### src/rtl/deserializer_out.sv
// Receive-side frame assembler for the 9-bit {k, byte} serial link.
// Aligns on the comma K-code, gathers three payload words into one 27-bit frame, and tracks sync and framing errors.
module deserializer_out #(
  parameter logic [7:0]  COMMA = 8'h3C,
  parameter int unsigned ERR_W = 8
) (
  input  logic             clk_i,
  input  logic             rst_i,
  input  logic [8:0]       data_i,
  input  logic             ena_i,
  output logic [26:0]      data_o,
  output logic             valid_o,
  output logic             sync_o,
  output logic             err_o,
  output logic [ERR_W-1:0] err_cnt_o
);

  typedef enum logic [1:0] {ST_HUNT, ST_W1, ST_W2, ST_W3} state_t;

  state_t           r_state;
  logic [8:0]       r_word1;
  logic [8:0]       r_word2;
  logic [26:0]      r_data;
  logic             r_valid;
  logic             r_sync;
  logic             r_err;
  logic [ERR_W-1:0] r_err_cnt;

  logic w_is_comma;
  logic w_is_data;
  logic w_is_badk;
  logic w_err;

  assign w_is_comma = data_i[8] && (data_i[7:0] == COMMA);
  assign w_is_data  = !data_i[8];
  assign w_is_badk  = data_i[8] && (data_i[7:0] != COMMA);

  // Any bad K-code once aligned, or a comma interrupting a partial frame.
  assign w_err = ena_i && (
                   ((r_state != ST_HUNT) && w_is_badk) ||
                   (((r_state == ST_W2) || (r_state == ST_W3)) && w_is_comma));

  always_ff @(posedge clk_i or posedge rst_i) begin
    if (rst_i) begin
      r_state   <= ST_HUNT;
      r_word1   <= 9'd0;
      r_word2   <= 9'd0;
      r_data    <= 27'd0;
      r_valid   <= 1'b0;
      r_sync    <= 1'b0;
      r_err     <= 1'b0;
      r_err_cnt <= '0;
    end else begin
      r_valid <= 1'b0;
      r_err   <= w_err;
      if (w_err && (r_err_cnt != '1)) begin
        r_err_cnt <= r_err_cnt + ERR_W'(1);
      end
      if (ena_i) begin
        case (r_state)
          ST_HUNT: begin
            if (w_is_comma) begin
              r_state <= ST_W1;
              r_sync  <= 1'b1;
            end
          end
          ST_W1: begin
            if (w_is_data) begin
              r_word1 <= data_i;
              r_state <= ST_W2;
            end else if (w_is_badk) begin
              r_state <= ST_HUNT;
              r_sync  <= 1'b0;
            end
          end
          ST_W2: begin
            if (w_is_data) begin
              r_word2 <= data_i;
              r_state <= ST_W3;
            end else if (w_is_comma) begin
              r_word1 <= 9'd0;
              r_state <= ST_W1;
            end else begin
              r_word1 <= 9'd0;
              r_state <= ST_HUNT;
              r_sync  <= 1'b0;
            end
          end
          ST_W3: begin
            r_word1 <= 9'd0;
            r_word2 <= 9'd0;
            if (w_is_data) begin
              r_data  <= {data_i, r_word2, r_word1};
              r_valid <= 1'b1;
              r_state <= ST_W1;
            end else if (w_is_comma) begin
              r_state <= ST_W1;
            end else begin
              r_state <= ST_HUNT;
              r_sync  <= 1'b0;
            end
          end
          default: begin
            r_state <= ST_HUNT;
            r_sync  <= 1'b0;
          end
        endcase
      end
    end
  end

  assign data_o    = r_data;
  assign valid_o   = r_valid;
  assign sync_o    = r_sync;
  assign err_o     = r_err;
  assign err_cnt_o = r_err_cnt;

endmodule

### config.mk
export PLATFORM = sky130hd
export DESIGN_NAME = deserializer_out
export DESIGN_NICKNAME = d
export VERILOG_FILES = /design/src/rtl/deserializer_out.sv
export SDC_FILE = /design/constraint.sdc
export NUM_CORES = 1
export LEC_CHECK = 0
export ABC_AREA = 1
export CAP_MARGIN = 20
export CORE_MARGIN = 5
export CORE_UTILIZATION = 54
export CTS_CLUSTER_SIZE = 24
export DETAILED_ROUTE_END_ITERATION = 7
export PLACE_DENSITY = 0.9
export SYNTH_ARGS = -nofsm -noshare
export SYNTH_HDL_FRONTEND = slang
export SYNTH_SLANG_ARGS = --single-unit
### constraint.sdc
create_clock -name clk_i -period 3.5 [get_ports clk_i]
set_input_delay 0.7 -clock clk_i [delete_from_list [all_inputs] [get_ports clk_i]]
set_output_delay 0.7 -clock clk_i [all_outputs]
set_load 0.1 [all_outputs]
# After elaboration in Yosys (flattened, before gate mapping)
# Cells that the tools add are included.
classes:
  order_cmp: 0
  mul: 0
  n_eq_ne: 15
  bitwise_logic: 1
  reduce_logical: 18
  div_mod_pow: 0
  shift: 0
  mux: 20
  add_sub_neg: 1
ops:
  columns: ["cell", "n"]
  rows:
  - ["case mux 9 bit (3 select lines)", 1]
  - ["2-to-1 mux 9 bit", 2]
  - ["case mux 9 bit (2 select lines)", 1]
  - ["inequality test 2 bit (second input constant)", 7]
  - ["2-to-1 mux 2 bit", 5]
  - ["2-to-1 mux 1 bit", 9]
  - ["AND reduction 3 bit", 3]
  - ["adder 8 x 1 -> 8 bit (second input constant)", 1]
  - ["equality test 8 x 6 -> 1 bit (second input constant)", 1]
  - ["inequality test 8 x 6 -> 1 bit (second input constant)", 1]
  - ["inequality test 8 bit (second input constant)", 1]
  - ["case mux 2 bit (4 select lines)", 1]
  - ["logical AND 1 bit", 6]
  - ["AND reduction 6 bit", 1]
  - ["equality test 2 bit (second input constant)", 2]
  - ["AND reduction 4 bit", 1]
  - ["nonzero test 2 bit", 2]
  - ["inequality test 3 bit (second input constant)", 1]
  - ["case mux 1 bit (3 select lines)", 1]
  - ["nonzero test 3 bit", 1]
  - ["equality test 2 x 1 -> 1 bit (second input constant)", 1]
  - ["zero test 2 bit", 1]
  - ["logical OR 1 bit", 2]
  - ["inequality test 2 x 1 -> 1 bit (second input constant)", 1]
  - ["2 further kinds", 2]
totals:
  ram_bits: 0
  latch_bits: 0
  register_bits: 57
  mem_bits_ro: 0
  memories: 0
  word_cells: 63

# Longest topological paths before layout
# Gate-level depths: netlist of run 1.
logic_depth:
  word_depth: 6
  mapped_depth: 10
  ltp_nobuf: 9

# Worst setup path after synthesis of run 1
# No wires, ideal clock.
synth_timing:
  kind: "register -> register"
  startpoint: "register r_err_cnt[0] (netlist: err_cnt_o[0])"
  endpoint: "register r_err_cnt[2] (netlist: err_cnt_o[2])"
  path_stages_with_launch: 8
  period_less_slack_ns: 2.046
  t_arrival_ns: 1.979
  setup_slack_ns: 1.454
  setup_ns: 0.067
  path_cell_list: "dfrtp_1 -> ha_1 -> nand2_1 -> nor2_1 -> nand2_1 -> nand2_1 -> nand2_1 -> nand2_1"
synth_via:
  elab_chain_len: 2
synth_rtl:
  columns: ["item", "line_no", "rtl"]
  rows:
  - ["from (decl)", "27", "logic [ERR_W-1:0] r_err_cnt;"]
  - ["from (signal assigned)", "57", "r_err_cnt <= r_err_cnt + ERR_W'(1);"]
  - ["parallel branches: the longest is 2 deep, another holds adder 8 x 1 -> 8 bit", null, null]
# Parallel ways; which one is timed is not known.
# A chain may end at the register's enable or synchronous reset.

# Worst setup path after layout of run 1
layout_timing:
  startpoint: "register r_err_cnt[2] (netlist: err_cnt_o[2])"
  endpoint: "output port err_cnt_o[2]"
layout_lines:
  columns: ["item", "line_no", "rtl"]
  rows:
  - ["to (decl)", "15", "output logic [ERR_W-1:0] err_cnt_o"]
# No word-level cell between the ends.

==> results of run 1 <==
[final timing paths]
path	cells after the start	startpoint	slack [ns]	end
worst max register to register	7	r_state[1]	1.83	err_cnt_o[0]
worst min register to register	2	data_o[22]	0.48	data_o[22]
worst min-delay path	2	data_o[22]	0.48	data_o[22]
min in group asynchronous	2	rst_i	0.60	data_o[15]
max in group asynchronous	3	rst_i	2.41	data_o[25]
worst max-delay path	1	err_cnt_o[2]	0.89	err_cnt_o[2]
[cells by family (layout without fill, tap and decap cells)]
kind of cell,Yosys count,in the layout,synth area share
other,1,3,0.001551
xor gates and xnor gates,4,4,0.01450
DFF,53,53,0.5487
adders and majority gates,1,1,0.005175
buffers and inverters,46,88,0.1009
AOI/OAI and AO/OA,42,42,0.1237
and+or+nand+nor,116,116,0.2055
[per-layer routing]
metal | share of wire | vias up | GRT usage
met5 | 0 | - | 0
met4 | 0.023 | 0 | 0.07867
met3 | 0.055 | 11 | 0.04567
met2 | 0.50 | 53 | 0.2895
met1 | 0.42 | 885 | 0.2155
li1 | - | 912 | -
[layout make-up]
| class | instances | area, um^2 |
|---|---|---|
| flip-flops and latches | 53 | 1326 |
| fillers | 342 | 1403 |
| well taps | 52 | 65.06 |
| multi-input cells | 166 | 854.6 |
| inverters | 33 | 126.4 |
| repair buffers | 47 | 478.0 |
| clock buffers | 7 | 96.34 |
| clock inverters | 1 | 5.005 |
[flip-flops by register name, indices dropped and copies added (netlist names)]
signal	cells
r_word2	8
r_word1	8
err_o	1
r_state	2
err_cnt_o	8
valid_o	1
data_o	24
sync_o	1
[synth_stat cells]
library cell and n:
sky130_fd_sc_hd__inv_1 31, sky130_fd_sc_hd__nor2_1 11, sky130_fd_sc_hd__nor3_4 1, sky130_fd_sc_hd__inv_2 1
sky130_fd_sc_hd__nand3_1 27, sky130_fd_sc_hd__o2111ai_1 1, sky130_fd_sc_hd__conb_1 1, sky130_fd_sc_hd__buf_4 6
sky130_fd_sc_hd__a21oi_2 2, sky130_fd_sc_hd__nand2_4 1, sky130_fd_sc_hd__nand2_1 73, sky130_fd_sc_hd__o21ai_0 17
sky130_fd_sc_hd__xor2_1 3, sky130_fd_sc_hd__buf_2 1, sky130_fd_sc_hd__dfrtp_1 53, sky130_fd_sc_hd__a21oi_1 1
sky130_fd_sc_hd__ha_1 1, sky130_fd_sc_hd__inv_4 1, sky130_fd_sc_hd__a21boi_0 1, sky130_fd_sc_hd__o21ai_2 20
sky130_fd_sc_hd__buf_6 6, sky130_fd_sc_hd__nand4_1 3, sky130_fd_sc_hd__xnor2_1 1
[per-stage QoR]
step | utilization | hold slack (ns) | cells | instance area (um^2) | worst slack, ns
2_1_floorplan | - | 0.4882 | 265 | 2425 | 1.454
3_3_place_gp | 0.6500 | 0.4539 | 350 | 2830 | 1.064
3_5_place_dp | 0.6500 | 0.4614 | 350 | 2830 | 0.9754
4_1_cts | 0.6733 | 0.4830 | 358 | 2932 | 0.8762
5_1_grt | 0.6779 | 0.5087 | 359 | 2952 | 0.8240
6_report | 0.6779 | 0.4788 | 359 | 2952 | 0.8867
[tightest hold or removal path, delay by kind of cell (launching register included)]
family / cells / cell delay [ns]
AND/OR/NAND/NOR: 2 / 0.10
flip-flops: 1 / 0.35
==> impl_metrics.prom, run 1 <==
# TYPE chip_impl_metric gauge
chip_impl_metric{name="fin_nets",unit=""} 319
chip_impl_metric{name="period_share",unit=""} 0.7467
chip_impl_metric{name="synth_seq_area_share",unit=""} 0.5487
chip_impl_metric{name="finalMaxSlewViolations",unit=""} 0
chip_impl_metric{name="synth_cell_types",unit=""} 23
chip_impl_metric{name="cp.arrival",unit="ns"} 1.91
chip_impl_metric{name="start_util",unit=""} 0.5552
chip_impl_metric{name="synthesis.area",unit="um^2"} 2417
chip_impl_metric{name="synthesis.instances",unit=""} 263
chip_impl_metric{name="maximum_cell_stage_delay_along_the_critical_path",unit="ns"} 1.16
chip_impl_metric{name="post_synth.cell_area_avg",unit="um^2"} 9.191
chip_impl_info{name="hp-class",value="reg -> reg"} 1
chip_impl_info{name="path_class",value="reg -> out"} 1
chip_impl_metric{name="final_report_setup_violation_count",unit=""} 0
chip_impl_info{name="setup.worst_path.start_class",value="register"} 1
chip_impl_metric{name="cts_post_setup_buffers_inserted",unit=""} 0
chip_impl_metric{name="maxClockFrequency",unit="MHz"} 382.7
chip_impl_metric{name="htree_levels",unit=""} 2
chip_impl_metric{name="hold_viol_final",unit=""} 0
chip_impl_metric{name="via_count",unit=""} 1861
chip_impl_metric{name="hpwlAfterDp",unit="um"} 3348
chip_impl_metric{name="cp_data_required_time",unit="ns"} 2.80
chip_impl_info{name="netlist_top_cells_area",value="sky130_fd_sc_hd__dfrtp_1 (55%), sky130_fd_sc_hd__nand2_1 (11%), sky130_fd_sc_hd__o21ai_2 (7.2%), sky130_fd_sc_hd__nand3_1 (5.6%), sky130_fd_sc_hd__inv_1 (4.8%)"} 1
chip_impl_metric{name="clock_sink_count",unit=""} 53
chip_impl_metric{name="clock_latency",unit="ns"} 0.31
chip_impl_metric{name="synth.top_cell.area_share",unit=""} 0.5487
chip_impl_metric{name="grt_remaining_overflow",unit=""} 0
chip_impl_metric{name="hold_buffers",unit=""} 0
chip_impl_metric{name="route.detailed.vias_per_inst",unit=""} 5.184
chip_impl_info{name="cts_root_buf",value="sky130_fd_sc_hd__clkbuf_8"} 1
chip_impl_info{name="critical_path.cell_chain",value="clkdlybuf4s50_1"} 1
chip_impl_metric{name="globalplace.congestion",unit=""} 0.8114
chip_impl_metric{name="final_antenna_net_count",unit=""} 0
chip_impl_metric{name="die_h",unit="um"} 76.91
chip_impl_metric{name="core",unit="um^2"} 4354
chip_impl_metric{name="fin_setup_tns",unit="ns"} 0
chip_impl_metric{name="maxCapViolations",unit=""} 0
chip_impl_info{name="most_common_cell_after_layout_fill_and_taps_aside",value="sky130_fd_sc_hd__nand2_1"} 1
chip_impl_info{name="clock_tree_from_tritoncts",value="built"} 1
chip_impl_metric{name="placement_rows",unit=""} 24
chip_impl_metric{name="postCtsResizedCells",unit=""} 0
chip_impl_metric{name="clkSlewWorstSetupHoldPaths",unit="ns"} 0.09
chip_impl_metric{name="layout-area-overhead-vs-synth",unit="%"} 22.10
chip_impl_info{name="most_area_hungry_cell_type_in_the_yosys_netlist",value="sky130_fd_sc_hd__dfrtp_1"} 1
chip_impl_info{name="outcome",value="complete, no violations"} 1
chip_impl_metric{name="globalRouteTotalUtil",unit=""} 0.1757
chip_impl_metric{name="drt-pass1-iter-count",unit=""} 4
chip_impl_metric{name="post_route_cells_drive_above_1_share",unit=""} 0.1205
chip_impl_metric{name="grt_first_pass_wirelength",unit="um"} 8452
chip_impl_metric{name="critPathMaxFanout",unit=""} 5
chip_impl_metric{name="drcViolationCount",unit=""} 0
chip_impl_metric{name="ioPinCount",unit=""} 50
chip_impl_metric{name="tritoncts.num_buffers",unit=""} 5
chip_impl_metric{name="max_slew_headroom",unit=""} 0.3330
chip_impl_metric{name="tightestPinTransition",unit="ns"} 0.9974
chip_impl_info{name="cp_top_family",value="buffers and inverters"} 1
chip_impl_metric{name="first_global_vias",unit=""} 1804
chip_impl_metric{name="worst-path-buf-inv",unit=""} 1
chip_impl_metric{name="detail_route.wl_per_cell",unit="um"} 13.53
chip_impl_metric{name="die_area",unit="um^2"} 5914
chip_impl_metric{name="yosys_register_bits",unit=""} 53
chip_impl_metric{name="diodes",unit=""} 0
chip_impl_metric{name="drt-total-wl",unit="um"} 4858
chip_impl_metric{name="antenna_found_initial",unit=""} 0
chip_impl_info{name="rsz0062_at_grt",value="false"} 1
chip_impl_metric{name="port_buffers",unit=""} 46
chip_impl_metric{name="grt_max_degree",unit=""} 54
chip_impl_metric{name="ys.warnings.count",unit=""} 0
chip_impl_info{name="critical_path.slowest_cell",value="sky130_fd_sc_hd__clkdlybuf4s50_1"} 1
chip_impl_info{name="mostFrequentLayoutCells",value="sky130_fd_sc_hd__nand2_1 (73), sky130_fd_sc_hd__dfrtp_1 (53), sky130_fd_sc_hd__clkdlybuf4s50_1 (45)"} 1
chip_impl_metric{name="ctsLongestPathBuffers",unit=""} 2
chip_impl_metric{name="first_iter_violations",unit=""} 113
chip_impl_metric{name="floorplan.die.width",unit="um"} 76.91
chip_impl_metric{name="finalCriticalPeriod",unit="ns"} 2.613
chip_impl_metric{name="clock_skew",unit="ns"} 0.003490
chip_impl_info{name="critical_path.endpoint_type",value="output pin"} 1
Power of run 1 is not shown: default switching activity piles up to over one toggle a cycle in this logic, so the estimate is an artifact.
==> inputs of run 2 (changes only) <==
- CORE_UTILIZATION: 54 -> 46
- PLACE_DENSITY: 0.9 -> 0.82
- clock period: 3.5 -> 2.28 ns (I/O delays scaled with it)
==> run 2 against run 1 <==
- worst hold slack worse by 0.040 ns
- global-route usage down 1.2 points
- clock-buffer cell count unchanged
- routed wire length down 0.19%
- critical endpoint is now data_o[18]
- largest cell class unchanged
- highest routed layer unchanged
==> impl_metrics.prom, run 2 (same netlist as run 1, synthesis figures left out) <==
# TYPE chip_impl_metric gauge
chip_impl_metric{name="grt_remaining_overflow",unit=""} 0
chip_impl_metric{name="drt-pass1-iter-count",unit=""} 4
chip_impl_info{name="path_class",value="in -> reg"} 1
chip_impl_metric{name="die_area",unit="um^2"} 6805
chip_impl_metric{name="largest_register_ff_count",unit=""} 24
chip_impl_info{name="cp_top_family",value="buffers and inverters"} 1
chip_impl_metric{name="r2r_cells",unit=""} 5
chip_impl_metric{name="routed-wl-met3",unit="um"} 235
chip_impl_metric{name="clock_sink_count",unit=""} 53
chip_impl_metric{name="final_antenna_net_count",unit=""} 0
chip_impl_metric{name="drt-total-wl",unit="um"} 4849
chip_impl_metric{name="dp_cells",unit=""} 372
chip_impl_metric{name="ctsLongestPathBuffers",unit=""} 2
chip_impl_metric{name="maximum_cell_stage_delay_along_the_critical_path",unit="ns"} 0.62
chip_impl_metric{name="globalplace.congestion",unit=""} 0.8218
chip_impl_info{name="critical_path.cell_chain",value="clkdlybuf4s50_1 > inv_1 > nor3_4 > inv_4 > nand2_1 > o21ai_2"} 1
chip_impl_info{name="outcome",value="complete, no violations"} 1
chip_impl_info{name="setup.worst_path.start_class",value="input port"} 1
chip_impl_metric{name="antenna_found_initial",unit=""} 0
chip_impl_info{name="endpoint_of_the_worst_slack_reg_to_reg_timing_path",value="data_o[18]"} 1
chip_impl_metric{name="maxCapViolations",unit=""} 0
chip_impl_metric{name="detail_route.wl_per_cell",unit="um"} 12.76
chip_impl_metric{name="hpwlAfterDp",unit="um"} 3546
chip_impl_metric{name="clkSlewWorstSetupHoldPaths",unit="ns"} 0.09
chip_impl_info{name="hp-class",value="in -> async"} 1
chip_impl_info{name="critical_path.endpoint_type",value="register"} 1
chip_impl_metric{name="die_h",unit="um"} 82.49
chip_impl_metric{name="postCtsResizedCells",unit=""} 0
chip_impl_info{name="regToRegStartpoint",value="r_state[1]"} 1
chip_impl_metric{name="globalRouteTotalUtil",unit=""} 0.1639
chip_impl_metric{name="start_util",unit=""} 0.4733
chip_impl_info{name="critical_path.slowest_cell",value="sky130_fd_sc_hd__clkdlybuf4s50_1"} 1
chip_impl_metric{name="layout.filler_cells",unit=""} 445
chip_impl_metric{name="placement_rows",unit=""} 26
chip_impl_metric{name="drcViolationCount",unit=""} 0
chip_impl_metric{name="tritoncts.num_buffers",unit=""} 5
chip_impl_metric{name="ioPinCount",unit=""} 50
chip_impl_info{name="top_layer_used",value="met4"} 1
chip_impl_info{name="rsz0062_at_grt",value="false"} 1
chip_impl_metric{name="post_route_cells_drive_above_1_share",unit=""} 0.2355
chip_impl_metric{name="hold_buffers",unit=""} 0
chip_impl_metric{name="fin_setup_tns",unit="ns"} 0
chip_impl_metric{name="clock_latency",unit="ns"} 0.30
chip_impl_metric{name="diodes",unit=""} 0
chip_impl_metric{name="port_buffers",unit=""} 46
chip_impl_metric{name="core",unit="um^2"} 5107
chip_impl_metric{name="stdcell_count",unit=""} 380
chip_impl_info{name="cts_root_buf",value="sky130_fd_sc_hd__clkbuf_8"} 1
chip_impl_metric{name="finalCriticalPeriod",unit="ns"} 1.845
chip_impl_metric{name="grt_max_degree",unit=""} 45
chip_impl_metric{name="htree_levels",unit=""} 2
chip_impl_metric{name="first_global_vias",unit=""} 1816
chip_impl_metric{name="cp.arrival",unit="ns"} 2.03
chip_impl_metric{name="finalInstanceArea",unit="um^2"} 2927
chip_impl_metric{name="met2_length",unit="um"} 2502
chip_impl_info{name="mostFrequentLayoutCells",value="sky130_fd_sc_hd__nand2_1 (73), sky130_fd_sc_hd__dfrtp_1 (53), sky130_fd_sc_hd__buf_4 (38)"} 1
chip_impl_metric{name="layout-area-overhead-vs-synth",unit="%"} 21.07
chip_impl_metric{name="fin_nets",unit=""} 322
chip_impl_metric{name="hold_viol_final",unit=""} 0
chip_impl_metric{name="dpl-instance-area",unit="um^2"} 2810
chip_impl_metric{name="clock_skew",unit="ns"} 0.006172
chip_impl_metric{name="critPathMaxFanout",unit=""} 44
chip_impl_metric{name="period_share",unit=""} 0.8094
chip_impl_metric{name="maxClockFrequency",unit="MHz"} 541.9
chip_impl_metric{name="cp_data_required_time",unit="ns"} 2.46
chip_impl_metric{name="via_count",unit=""} 1812
chip_impl_metric{name="route.detailed.vias_per_inst",unit=""} 4.768
chip_impl_metric{name="floorplan.die.width",unit="um"} 82.49
chip_impl_metric{name="regToRegSetupSlack",unit="ns"} 0.66
chip_impl_metric{name="finalMaxSlewViolations",unit=""} 0
chip_impl_metric{name="drt-met1-wl",unit="um"} 2050
chip_impl_metric{name="final_report_setup_violation_count",unit=""} 0
chip_impl_metric{name="first_iter_violations",unit=""} 120
chip_impl_metric{name="worst-path-buf-inv",unit=""} 3
chip_impl_metric{name="grt_first_pass_wirelength",unit="um"} 8562
chip_impl_metric{name="max_slew_headroom",unit=""} 0.6065
chip_impl_metric{name="cts_post_setup_buffers_inserted",unit=""} 0
chip_impl_metric{name="tightestPinTransition",unit="ns"} 0.5903
chip_impl_info{name="clock_tree_from_tritoncts",value="built"} 1
chip_impl_info{name="most_common_cell_after_layout_fill_and_taps_aside",value="sky130_fd_sc_hd__nand2_1"} 1
## run 2: through the flow
step / utilization / hold slack, ns / worst slack [ns]
2_1_floorplan: - / 0.4882 / 0.2339
3_3_place_gp: 0.5502 / 0.4578 / 0.1186
3_5_place_dp: 0.5502 / 0.4672 / 0.09243
4_1_cts: 0.5730 / 0.4438 / 0.4170
5_1_grt: 0.5730 / 0.4758 / 0.2701
6_report: 0.5730 / 0.4383 / 0.4346
## run 2: worst max-delay path by stage
stage / from / to / depth (start not counted)
finish: ena_i / data_o[18] / 6
global route: ena_i / data_o[1] / 6
CTS: ena_i / data_o[18] / 6
detailed placement: ena_i / data_o[18] / 6
global placement: ena_i / data_o[18] / 6
floorplan: err_cnt_o[0] / err_cnt_o[2] / 7
## run 2: layout make-up
class	instances	area [um^2]	share of cell area
clock buffer	7	86.33	0.02950
clock inverter	1	30.03	0.01026
inverter	33	126.4	0.04318
multi-input combinational	166	854.6	0.2920
sequential	53	1326	0.4532
tap	70	87.58	0.02993
timing repair buffer	50	415.4	0.1419
## run 2: layer usage
layer / vias up / GRT usage
met1: 847 / 0.2128
met4: 0 / 0.06863
met2: 40 / 0.2716
met3: 5 / 0.02711
met5: - / 0
li1: 920 / -
## run 2: worst register-to-register path, cell delays in order (launching register included)
cell	delay, ns
sky130_fd_sc_hd__dfrtp_1	0.55
sky130_fd_sc_hd__nand2_4	0.17
sky130_fd_sc_hd__nor3_4	0.28
sky130_fd_sc_hd__inv_4	0.26
sky130_fd_sc_hd__nand2_1	0.17
sky130_fd_sc_hd__o21ai_2	0.06
Power of run 2 is left out for the same reason.
==> inputs of run 3 (changes only) <==
- CORE_UTILIZATION: 46 -> 51
- PLACE_DENSITY: 0.82 -> 0.86
- clock period: 2.28 -> 1.8 ns (I/O delays scaled with it)
==> run 3 against run 2 <==
- critical endpoint is now err_cnt_o[1]
- global-route usage up 2.9 points
- non-clock buffer count grew 17
- critical path type unchanged
- flip-flop and latch count unchanged
- cell count is 0.26% higher
==> impl_metrics.prom, run 3 (same netlist as run 1, synthesis figures left out) <==
# TYPE chip_impl_metric gauge
chip_impl_info{name="outcome",value="complete, no violations"} 1
chip_impl_metric{name="htree_levels",unit=""} 2
chip_impl_metric{name="clock_latency",unit="ns"} 0.30
chip_impl_metric{name="grt_first_pass_wirelength",unit="um"} 9515
chip_impl_metric{name="maximum_cell_stage_delay_along_the_critical_path",unit="ns"} 0.45
chip_impl_metric{name="drcViolationCount",unit=""} 0
chip_impl_metric{name="tritoncts.num_buffers",unit=""} 5
chip_impl_metric{name="die_area",unit="um^2"} 6217
chip_impl_metric{name="clock_skew",unit="ns"} 0.005854
chip_impl_metric{name="antenna_found_initial",unit=""} 0
chip_impl_metric{name="largest_register_ff_count",unit=""} 24
chip_impl_metric{name="first_iter_violations",unit=""} 144
chip_impl_metric{name="ioPinCount",unit=""} 50
chip_impl_metric{name="final_report_setup_violation_count",unit=""} 0
chip_impl_info{name="path_common_cell",value="sky130_fd_sc_hd__nand2_1"} 1
chip_impl_metric{name="fin_nets",unit=""} 339
chip_impl_metric{name="finalMaxSlewViolations",unit=""} 0
chip_impl_metric{name="grt_remaining_overflow",unit=""} 0
chip_impl_metric{name="first_global_vias",unit=""} 2102
chip_impl_metric{name="hold_buffers",unit=""} 0
chip_impl_info{name="clock_tree_from_tritoncts",value="built"} 1
chip_impl_info{name="rsz0062_at_grt",value="false"} 1
chip_impl_metric{name="floorplan.die.width",unit="um"} 78.85
chip_impl_info{name="hp-class",value="in -> async"} 1
chip_impl_metric{name="port_buffers",unit=""} 46
chip_impl_metric{name="tightestPinTransition",unit="ns"} 0.5310
chip_impl_metric{name="maxCapViolations",unit=""} 0
chip_impl_metric{name="start_util",unit=""} 0.5187
chip_impl_metric{name="layout-area-overhead-vs-synth",unit="%"} 44.31
chip_impl_metric{name="cts_post_setup_buffers_inserted",unit=""} 0
chip_impl_metric{name="grt_max_degree",unit=""} 54
chip_impl_info{name="critical_path.endpoint_type",value="register"} 1
chip_impl_metric{name="drt-pass1-iter-count",unit=""} 4
chip_impl_metric{name="clock_sink_count",unit=""} 53
chip_impl_metric{name="fin_setup_tns",unit="ns"} 0
chip_impl_info{name="critical_path.cell_chain",value="clkdlybuf4s50_1 > inv_1 > nand2_1 > nor2_1 > nand4_1 > nand2_1 > nand2_1 > nand2_1 > nand2_1"} 1
chip_impl_metric{name="detail_route.wl_per_cell",unit="um"} 14.86
chip_impl_metric{name="drt-total-wl",unit="um"} 5660
chip_impl_metric{name="max_slew_headroom",unit=""} 0.6460
chip_impl_info{name="cts_root_buf",value="sky130_fd_sc_hd__clkbuf_8"} 1
chip_impl_metric{name="post_route_cells_drive_above_1_share",unit=""} 0.2844
chip_impl_metric{name="period_share",unit=""} 0.9332
chip_impl_metric{name="core",unit="um^2"} 4661
chip_impl_metric{name="worst-path-buf-inv",unit=""} 2
chip_impl_metric{name="hold_viol_final",unit=""} 0
chip_impl_metric{name="maxClockFrequency",unit="MHz"} 595.3
chip_impl_metric{name="dp_worst_setup_slack",unit="ns"} -0.1718
chip_impl_metric{name="clkSlewWorstSetupHoldPaths",unit="ns"} 0.09
chip_impl_metric{name="setup_slack",unit="ns"} 0.1202
chip_impl_metric{name="ctsLongestPathBuffers",unit=""} 2
chip_impl_metric{name="regToRegSetupSlack",unit="ns"} 0.13
chip_impl_metric{name="critPathMaxFanout",unit=""} 6
chip_impl_info{name="mostFrequentLayoutCells",value="sky130_fd_sc_hd__nand2_1 (73), sky130_fd_sc_hd__dfrtp_1 (50), sky130_fd_sc_hd__buf_12 (37)"} 1
chip_impl_info{name="setup.worst_path.start_class",value="input port"} 1
chip_impl_metric{name="die_h",unit="um"} 78.85
chip_impl_metric{name="globalRouteTotalUtil",unit=""} 0.1933
chip_impl_metric{name="placement_rows",unit=""} 25
chip_impl_metric{name="route.detailed.vias_per_inst",unit=""} 5.315
chip_impl_metric{name="cp.arrival",unit="ns"} 1.87
chip_impl_metric{name="diodes",unit=""} 0
chip_impl_info{name="cp_top_family",value="simple AND/OR/NAND/NOR gates"} 1
chip_impl_metric{name="via_count",unit=""} 2025
chip_impl_metric{name="cp_data_required_time",unit="ns"} 2.00
chip_impl_info{name="most_common_cell_after_layout_fill_and_taps_aside",value="sky130_fd_sc_hd__nand2_1"} 1
chip_impl_info{name="critical_path.slowest_cell",value="sky130_fd_sc_hd__clkdlybuf4s50_1"} 1
chip_impl_metric{name="globalplace.congestion",unit=""} 0.8302
chip_impl_metric{name="postCtsResizedCells",unit=""} 0
chip_impl_metric{name="finalCriticalPeriod",unit="ns"} 1.680
chip_impl_metric{name="hpwlAfterDp",unit="um"} 4042
chip_impl_info{name="path_class",value="in -> reg"} 1
chip_impl_metric{name="final_antenna_net_count",unit=""} 0
-- run 3: cell types whose count changed in the layout (fill, tap and decap cells not counted), sizes merged --
cell,previous run,this run
buf,39,56
-- run 3: worst register-to-register path: cells and delay by family (launching register included) --
family | cells | cell delay, ns
simple gates | 8 | 0.85
fa+ha+maj | 1 | 0.24
flops | 1 | 0.46
-- run 3: path summary, 6_finish.rpt --
path,startpoint,to,cells after the start
max,data_i[7],err_cnt_o[1],9
min,rst_i,data_o[10],3
max reg2reg,err_cnt_o[0],err_cnt_o[7],9
min reg2reg,r_word2[5],data_o[14],2
max in group asynchronous,rst_i,err_cnt_o[0],3
min in group clk_i,r_word2[5],data_o[14],2
-- run 3: layer usage --
| metal | global-route usage | up-vias | share of wire |
|---|---|---|---|
| li1 | - | 950 | - |
| met1 | 0.2255 | 971 | 0.40 |
| met2 | 0.3362 | 82 | 0.51 |
| met3 | 0.04535 | 22 | 0.051 |
| met4 | 0.09107 | 0 | 0.036 |
| met5 | 0 | - | 0 |
-- run 3: layout make-up --
type | count | area (um^2)
Inverter | 33 | 126.4
Fill cell | 282 | 1172
Clock buffer | 7 | 86.33
Tap cell | 54 | 67.56
Clock inverter | 1 | 30.03
Multi-Input combinational cell | 166 | 854.6
Timing Repair Buffer | 67 | 993.5
Sequential cell | 53 | 1330
-- run 3: metrics by stage --
stage / std cells / instance area (um^2) / hold slack [ns] / utilization
detailed placement: 373 / 3372 / 0.5029 / 0.7235
floorplan: 265 / 2429 / 0.4767 / -
global route: 381 / 3488 / 0.4326 / 0.7485
global placement: 373 / 3372 / 0.4914 / 0.7235
CTS: 381 / 3488 / 0.4159 / 0.7485
finish: 381 / 3488 / 0.4090 / 0.7485
Power of run 3 is left out for the same reason.
